[config.mk]
export PLATFORM = sky130hd
export DESIGN_NAME = mem_arbiter
export DESIGN_NICKNAME = d
export VERILOG_FILES = /design/src/rtl/mem_arb_pkg.sv /design/src/rtl/mem_arb_pick.sv /design/src/rtl/mem_arbiter.sv
export SDC_FILE = /design/constraint.sdc
export NUM_CORES = 1
export LEC_CHECK = 0
export CORE_UTILIZATION = 36
export DETAILED_ROUTE_END_ITERATION = 7
export MAX_ROUTING_LAYER = met4
export PLACE_DENSITY_LB_ADDON = 0.25
export SYNTH_ARGS = -nofsm -noshare
export SYNTH_HDL_FRONTEND = slang
export SYNTH_SLANG_ARGS = --single-unit
[constraint.sdc]
create_clock -name clk -period 2.39 [get_ports clk]
set_input_delay 0.478 -clock clk [delete_from_list [all_inputs] [get_ports clk]]
set_output_delay 0.478 -clock clk [all_outputs]
set_load 0.05 [all_outputs]
[src/rtl/mem_arb_pkg.sv]
// rtl/mem_arb_pkg.sv - shared types and widths for the data-memory arbiter
package mem_arb_pkg;

   typedef enum logic [1:0] {IDLE, BUSY, DUMP, HALTED} arb_state_t;
   typedef enum logic [1:0] {NONE, IF, DM} arb_owner_t;

   localparam int CNT_W    = 4;
   localparam int STARVE_W = 4;

endpackage

[src/rtl/mem_arb_pick.sv]
// rtl/mem_arb_pick.sv - combinational grant decision: dump, data port, or fetch
module mem_arb_pick
   import mem_arb_pkg::*;
#(
   parameter int STARVE_LIMIT = 3
) (
   input  logic                if_req,
   input  logic                dm_req,
   input  logic [STARVE_W-1:0] starve_cnt,
   input  logic                halt,
   output arb_owner_t          grant,
   output logic                dump
);

   logic starved;

   // Starvation only matters while fetch is actually waiting; otherwise the
   // data port could lock itself out after fetch drops its request.
   assign starved = (STARVE_LIMIT != 0) && if_req &&
                    (starve_cnt == STARVE_W'(STARVE_LIMIT));

   always_comb begin
      grant = NONE;
      dump  = 1'b0;
      if (halt) begin
         dump = 1'b1;
      end else if (dm_req && !starved) begin
         grant = DM;
      end else if (if_req) begin
         grant = IF;
      end
   end

endmodule

[src/rtl/mem_arbiter.sv]
// rtl/mem_arbiter.sv - shares the single-ported data memory between fetch and memory stage
module mem_arbiter
   import mem_arb_pkg::*;
#(
   parameter int LATENCY      = 1,
   parameter int STARVE_LIMIT = 3
) (
   input  logic        clk,
   input  logic        rst,
   input  logic        if_req,
   input  logic [15:0] if_addr,
   output logic        if_done,
   output logic [15:0] if_rdata,
   input  logic        dm_rd,
   input  logic        dm_wr,
   input  logic [15:0] dm_addr,
   input  logic [15:0] dm_wdata,
   output logic        dm_done,
   output logic [15:0] dm_rdata,
   output logic        dm_err,
   input  logic        halt,
   output logic        halted,
   output logic        mem_en,
   output logic        mem_wr,
   output logic        mem_dump,
   output logic [15:0] mem_addr,
   output logic [15:0] mem_wdata,
   input  logic [15:0] mem_rdata
);

   arb_state_t          state_q, state_d;
   arb_owner_t          owner_q, owner_d;
   arb_owner_t          pick_owner;
   logic                pick_dump;
   logic [CNT_W-1:0]    cnt_q, cnt_d;
   logic [STARVE_W-1:0] starve_q, starve_d;
   logic [15:0]         addr_q, addr_d;
   logic [15:0]         wdata_q, wdata_d;
   logic                wr_q, wr_d;
   logic                err_q, err_d;
   logic [15:0]         if_hold_q, dm_hold_q;
   logic                if_fire, dm_fire;
   logic                dm_req;

   assign dm_req = dm_rd | dm_wr;

   mem_arb_pick #(
      .STARVE_LIMIT (STARVE_LIMIT)
   ) u_pick (
      .if_req     (if_req),
      .dm_req     (dm_req),
      .starve_cnt (starve_q),
      .halt       (halt),
      .grant      (pick_owner),
      .dump       (pick_dump)
   );

   always_ff @(posedge clk or negedge rst) begin
      if (!rst) begin
         state_q   <= IDLE;
         owner_q   <= NONE;
         cnt_q     <= '0;
         starve_q  <= '0;
         addr_q    <= '0;
         wdata_q   <= '0;
         wr_q      <= 1'b0;
         err_q     <= 1'b0;
         if_hold_q <= '0;
         dm_hold_q <= '0;
      end else begin
         state_q  <= state_d;
         owner_q  <= owner_d;
         cnt_q    <= cnt_d;
         starve_q <= starve_d;
         addr_q   <= addr_d;
         wdata_q  <= wdata_d;
         wr_q     <= wr_d;
         err_q    <= err_d;
         if (if_done) if_hold_q <= if_rdata;
         if (dm_done) dm_hold_q <= dm_rdata;
      end
   end

   always_comb begin
      state_d  = state_q;
      owner_d  = owner_q;
      cnt_d    = cnt_q;
      starve_d = starve_q;
      addr_d   = addr_q;
      wdata_d  = wdata_q;
      wr_d     = wr_q;
      err_d    = 1'b0;
      mem_en   = 1'b0;
      mem_wr   = 1'b0;
      mem_dump = 1'b0;
      halted   = 1'b0;
      if_fire  = 1'b0;
      dm_fire  = 1'b0;

      case (state_q)
         IDLE: begin
            // The cycle carrying an error response makes no new decision, so a
            // requester still holding rd&wr cannot trigger a second pulse.
            if (!err_q) begin
               if (pick_dump) begin
                  state_d = DUMP;
               end else if (pick_owner == DM && dm_rd && dm_wr) begin
                  err_d = 1'b1;
               end else if (pick_owner != NONE) begin
                  owner_d = pick_owner;
                  cnt_d   = CNT_W'(1);
                  state_d = BUSY;
                  if (pick_owner == DM) begin
                     addr_d  = dm_addr;
                     wdata_d = dm_wdata;
                     wr_d    = dm_wr;
                     if (if_req && (starve_q < STARVE_W'(STARVE_LIMIT)))
                        starve_d = starve_q + STARVE_W'(1);
                  end else begin
                     addr_d   = if_addr;
                     wdata_d  = '0;
                     wr_d     = 1'b0;
                     starve_d = '0;
                  end
               end
            end
         end
         BUSY: begin
            mem_en = (cnt_q == CNT_W'(1));
            mem_wr = mem_en & wr_q;
            cnt_d  = cnt_q + CNT_W'(1);
            if (cnt_q == CNT_W'(LATENCY)) begin
               if_fire = (owner_q == IF);
               dm_fire = (owner_q == DM);
               owner_d = NONE;
               cnt_d   = '0;
               state_d = IDLE;
            end
         end
         DUMP: begin
            mem_dump = 1'b1;
            state_d  = HALTED;
         end
         HALTED: begin
            halted = 1'b1;
         end
         default: begin
            state_d = IDLE;
         end
      endcase
   end

   assign mem_addr  = addr_q;
   assign mem_wdata = wdata_q;

   assign if_done  = if_fire;
   assign if_rdata = if_fire ? mem_rdata : if_hold_q;

   assign dm_done  = dm_fire | err_q;
   assign dm_err   = err_q;
   assign dm_rdata = dm_fire ? (wr_q ? 16'h0000 : mem_rdata) :
                     err_q   ? 16'h0000 : dm_hold_q;

endmodule

* After elaboration in Yosys (flattened, before gate mapping)
Cells that the tools add are included.
** Word-level totals
- Register bits :: 78
- Input bits :: 70
- Output and inout port bits :: 71
- Word-level logic and storage cells :: 92
** Operators by class
- Add/subtract/negate cells :: 2
- Order comparisons :: 1
- Eq/ne operators :: 16
- Muxes and demuxes :: 42
- Bitwise gates (word level) :: 6
- Reduce and logical (&&, ||, !) cells :: 15
** Operators by type and width (count)
- $mux 16 :: 6
- $mux 4 :: 7
- $mux 2 :: 11
- $mux 1 :: 15
- $reduce_and 5->1 :: 3
- $reduce_and 6->1 :: 2
- $ne 2x2->1 const B :: 5
- $add 4x1->4 const B :: 2
- $eq 2x2->1 const B :: 4
- $pmux 4 s2 :: 1
- $ne 3x3->1 const B :: 2
- $pmux 2 s3 :: 1
- $logic_and 1x1->1 :: 5
- $eq 2x1->1 const B :: 2
- $eq 4x1->1 const B :: 1
- $eq 4x2->1 const B :: 1
- $lt 4x2->1 const B :: 1
- $pmux 2 s2 :: 1
- $reduce_bool 2->1 :: 2
- $not 1->1 :: 3
- $reduce_bool 3->1 :: 1
- $logic_not 2->1 :: 1
- $ne 2x1->1 const B :: 1
- $or 1x1->1 :: 2
- other kinds (2) :: 2

* Depth between registers and ports, before layout
- Depth in word-level cells :: 13
- Depth in mapped cells :: 8
- Mapped depth without buffers :: 6

* By module
A second synthesis with hierarchy kept.
** Unflattened totals
- Cells, all modules :: 372
- Area, all modules :: 4151.5 um^2
** Modules (own cells, without submodules)
- mem_arbiter :: instances 1, cells each 366, area each 4102.7 um^2, sequential area each 1951.9 um^2
- mem_arb_pick :: instances 1, cells each 6, area each 48.8 um^2, sequential area each 0.0 um^2

* Worst setup path after synthesis
Ideal clock, no wire load.
- Kind :: reg-to-output
- Start point :: reg state_q[1]
- End point :: out dm_rdata[0]
- Arrival :: 2.254 ns
- Required time :: 1.912 ns
- Setup slack :: -0.342 ns
- Stages on the path, launching flop included :: 8
- Path buffers :: 2
- Cells stage by stage :: dfrtp_1 inv_1 ha_1 nor4bb_1 clkbuf_2 a31oi_1 clkbuf_1 a22o_1
** Between the ends
- Longest elaborated chain between the ends :: 3
** Ends and longest elaborated chain
- from (decl) :: line mem_arbiter.sv:31 : arb_state_t state_q, state_d;
- from (signal assigned) :: line mem_arbiter.sv:71 : state_q <= state_d;
- $eq 2x1->1 :: line mem_arbiter.sv:100 : case (state_q)
- $mux 1 :: line mem_arbiter.sv:100
- $mux 16 :: line mem_arbiter.sv:161 : assign dm_rdata = dm_fire ? (wr_q ? 16'h0000 : mem_rdata) :
- to (decl) :: line mem_arbiter.sv:19 : output logic [15:0] dm_rdata,
Every way passes these cells.

* Worst setup path after layout
- Start point :: reg state_q[1]
- End point :: out dm_rdata[14]
The elaborated chain is that of the path after synthesis.

==> flow_summary_export.csv <==
group,metric,value,unit
timing,relSlewSlack,0.6307,
worst_setup_path,worstPathCellList,"inv_2 > ha_4 > nor4bb_4 > buf_4 > buf_6 > a31oi_4 > clkbuf_16 > a22o_4 > buf_12",
die,initial_core_util,0.3723,
grt,antenna_found_initial,0,
clocking,cts_buffer_depth,2,
worst_setup_path,worst_ep_required_time,1910,ps
route,met3_length,505,µm
route,via_per_inst,5.087,
clocking,cts_root_buffer,"clkbuf_8",
pwr,power_per_cell_area,424.9,nW/µm²
clocking,cts.htree.levels,3,
worst_setup_path,crit_path_start_kind,"flop",
timing,fin_crit,2708,ps
route,drtIter0Drc,171,
placed_design,post-place-ws,-36.54,ps
pwr,leakage,2.964,nW
route,vias,3347,
grt,grt_pass1_wl,16.62,mm
route,drt_pass1_iterations,4,
route,wl,10.42,mm
layout,final_cells,658,
synthesis,synth_cell_types,44,
grt,overflow,0,
worst_setup_path,r2r_start,"state_q[0]$_DFFE_PN0P_",
clocking,cts_made_buffers,9,
layout,multi_input_area,1987,µm²
die,die_area,11090,µm²
synthesis,yosys_warnings,0,
worst_setup_path,worstSetupPathType,"reg2out",
synthesis,seq_area_frac_synth,0.5078,
layout,design_area,6417,µm²
synthesis,netlist_instances,352,
route,top_layer,"met4",
die,rows,37,
die,io_pins,141,
layout,num-nets-final,596,
worst_setup_path,crit_path_end_kind,"primary output",
timing,final_hold_viol_count,0,
timing,rsz0062_at_grt,"yes",
status,outcome,"complete, but fails checks",
pwr,ir_drop,246.8,µV
route,drcViolationCount,0,
worst_setup_path,slowest_stage,"dfrtp_1",
status,failed_checks,"setup timing",
timing,slew_violations,0,
placed_design,hpwl,7.175,mm
timing,finalSetupViolCount,34,
die,core,10320,µm²
worst_setup_path,cpPeakStageDelay,390,ps
timing,fin_ws,-318.1,ps
timing,max_freq,0.3693,GHz
synthesis,ys.flop_type,"dfrtp_1",
layout,drive_gt1_frac,0.2950,
timing,finalCritPeriodShare,1.133,
worst_setup_path,worstRegToRegCells,8,
synthesis,async_flop_share,1.000,
die,die_h,105.3,µm
layout,fillers,834,
clocking,cts_sinks,78,
clocking,cts_tree,"done",
synthesis,synth-edff-count,0,
route,detail_route.wl_per_cell,15.84,µm
min_path,hold_class,"in2async",
worst_setup_path,worstPathArrival,2230,ps
layout,fin_util,0.6216,
synthesis,syn_nets,430,
placed_design,dpl_cell_area,5943,µm²
route,wl_met2,5.147,mm
placed_design,gp_congestion,0.8574,
worst_setup_path,crit_fanout,6,
timing,worst_slew_pin_slew,552.2,ps
layout,seqCellArea,1952,µm²
grt,grt_start_max_net_pins,37,
die,fp.dieW,105.3,µm
route,postRouteAntennaNets,0,
clocking,clkSlewWorstSetupHoldPaths,80,ps
synthesis,synthesis.area,3844,µm²
worst_setup_path,reg2reg_to,"starve_q[0]$_DFFE_PN0P_",
worst_setup_path,r2r_slack,160,ps
grt,grt_pass1_vias,3389,
clocking,insertion_delay,330,ps
route,met1_length,4.707,mm
placed_design,port_buffers,140,
job,drv_cap,0,
synthesis,ys_seq_elements,78,
timing,finalSetupTns,-9181,ps
synthesis,avgSynthCellArea,10.92,µm²
layout,diodes,0,
grt,grt_use_total,0.1944,
layout,area_delta_synth_final,66.96,%
placed_design,dp_cells,629,
timing,clock_skew,7.450,ps
cell usage after synthesis (2+ instances only):
master / n / share of area
o21ai_1: 2 / 0.0026
a22o_1: 32 / 0.073
ha_1: 8 / 0.026
nor2_1: 8 / 0.0078
inv_1: 12 / 0.012
dfrtp_1: 78 / 0.51
nand2_1: 55 / 0.054
a31oi_1: 2 / 0.0033
clkbuf_1: 7 / 0.0068
a211oi_1: 4 / 0.0078
o22ai_1: 3 / 0.0049
o21a_1: 2 / 0.0039
a211o_1: 2 / 0.0046
a21oi_1: 4 / 0.0052
mux2_2: 34 / 0.10
mux2i_1: 17 / 0.044
nand3_1: 21 / 0.027
buf_2: 14 / 0.018
o21ai_0: 21 / 0.027
buf_4: 2 / 0.0039
repair_timing:
item | 4_1_cts | 5_1_grt
pin swaps | 4 | 14
cloned | 2 | 1
hold buffers | 0 | 0
buffers inserted | 7 | 4
setup endpoints to repair | 34 | 35
gates resized for setup | 26 | 6
worst max path at each step:
stage                            from            to
2_1_floorplan  state_q[1]$_DFFE_PN0P_  if_rdata[10]
4_1_cts          cnt_q[1]$_DFFE_PN0P_   dm_rdata[3]
3_5_place_dp     cnt_q[1]$_DFFE_PN0P_   if_rdata[3]
5_1_grt        state_q[1]$_DFFE_PN0P_   dm_rdata[0]
3_3_place_gp     cnt_q[1]$_DFFE_PN0P_   if_rdata[8]
6_report       state_q[1]$_DFFE_PN0P_  dm_rdata[14]
cell type report:
cell class | instances | share of cell area
clock buffer | 11 | 0.02047
clock inverter | 4 | 0.01131
inverter | 12 | 0.007409
multi-input combinational | 237 | 0.3096
sequential | 78 | 0.3042
tap | 136 | 0.02652
timing repair buffer | 180 | 0.3205
power by group:
group | internal, mW | leakage [nW] | switching (mW)
Clock | 0.582 | 0.0994 | 0.458
Combinational | 0.186 | 1.83 | 0.161
Sequential | 1.33 | 1.03 | 0.00801
placed cells by master (no fill, tap or decap), types with 3 or more instances in the layout:
| cell type | instances |
|---|---|
| a211oi_1 | 4 |
| a21oi_1 | 4 |
| a22o_1 | 16 |
| a22o_4 | 16 |
| buf_12 | 26 |
| buf_4 | 31 |
| buf_6 | 18 |
| clkbuf_8 | 9 |
| clkdlybuf4s50_1 | 101 |
| dfrtp_1 | 78 |
| ha_1 | 6 |
| inv_1 | 8 |
| inv_2 | 3 |
| mux2_2 | 18 |
| mux2_4 | 16 |
| mux2i_1 | 17 |
| nand2_1 | 55 |
| nand3_1 | 20 |
| nor2_1 | 7 |
| o21ai_0 | 21 |
| o22ai_1 | 3 |
metal layers:
metal | vias to the layer above | global-route usage
li1 | 1603 | -
met1 | 1628 | 0.2474
met2 | 110 | 0.3214
met3 | 6 | 0.03278
met4 | 0 | 0.05131
met5 | - | -
state kept, by name, indices dropped and copies added (netlist names):
name,count
state_q,2
mem_addr,16
dm_err,1
dm_hold_q,16
mem_wdata,16
starve_q,4
wr_q,1
cnt_q,4
owner_q,2
if_hold_q,16
worst max-delay path, delay by kind of cell, from the launching register on:
family                   cells  cell delay [ps]
buffers and inverters        5              700
AO/OA/AOI/OAI                2              390
flip-flops                   1              390
adder cells (fa/ha/maj)      1              130
AND/OR/NAND/NOR              1              280
per-stage QoR:
stage	hold WS (ps)	power (mW)
floorplan	182.4	1.503
global placement	450.3	1.697
detailed placement	457.0	1.702
CTS	100.2	2.758
global route	120.2	2.836
finish	91.15	2.726
logic make-up after synthesis:
group	count (synthesis)	synth area share
AO/OA/AOI/OAI	80	0.1553
XOR/XNOR	1	0.002279
adder cells (fa/ha/maj)	8	0.02604
buffers and inverters	37	0.04492
flip-flops	78	0.5078
multiplexers	51	0.1439
AND/OR/NAND/NOR	97	0.1198
Note: power is estimated with default switching activity, not from simulation.
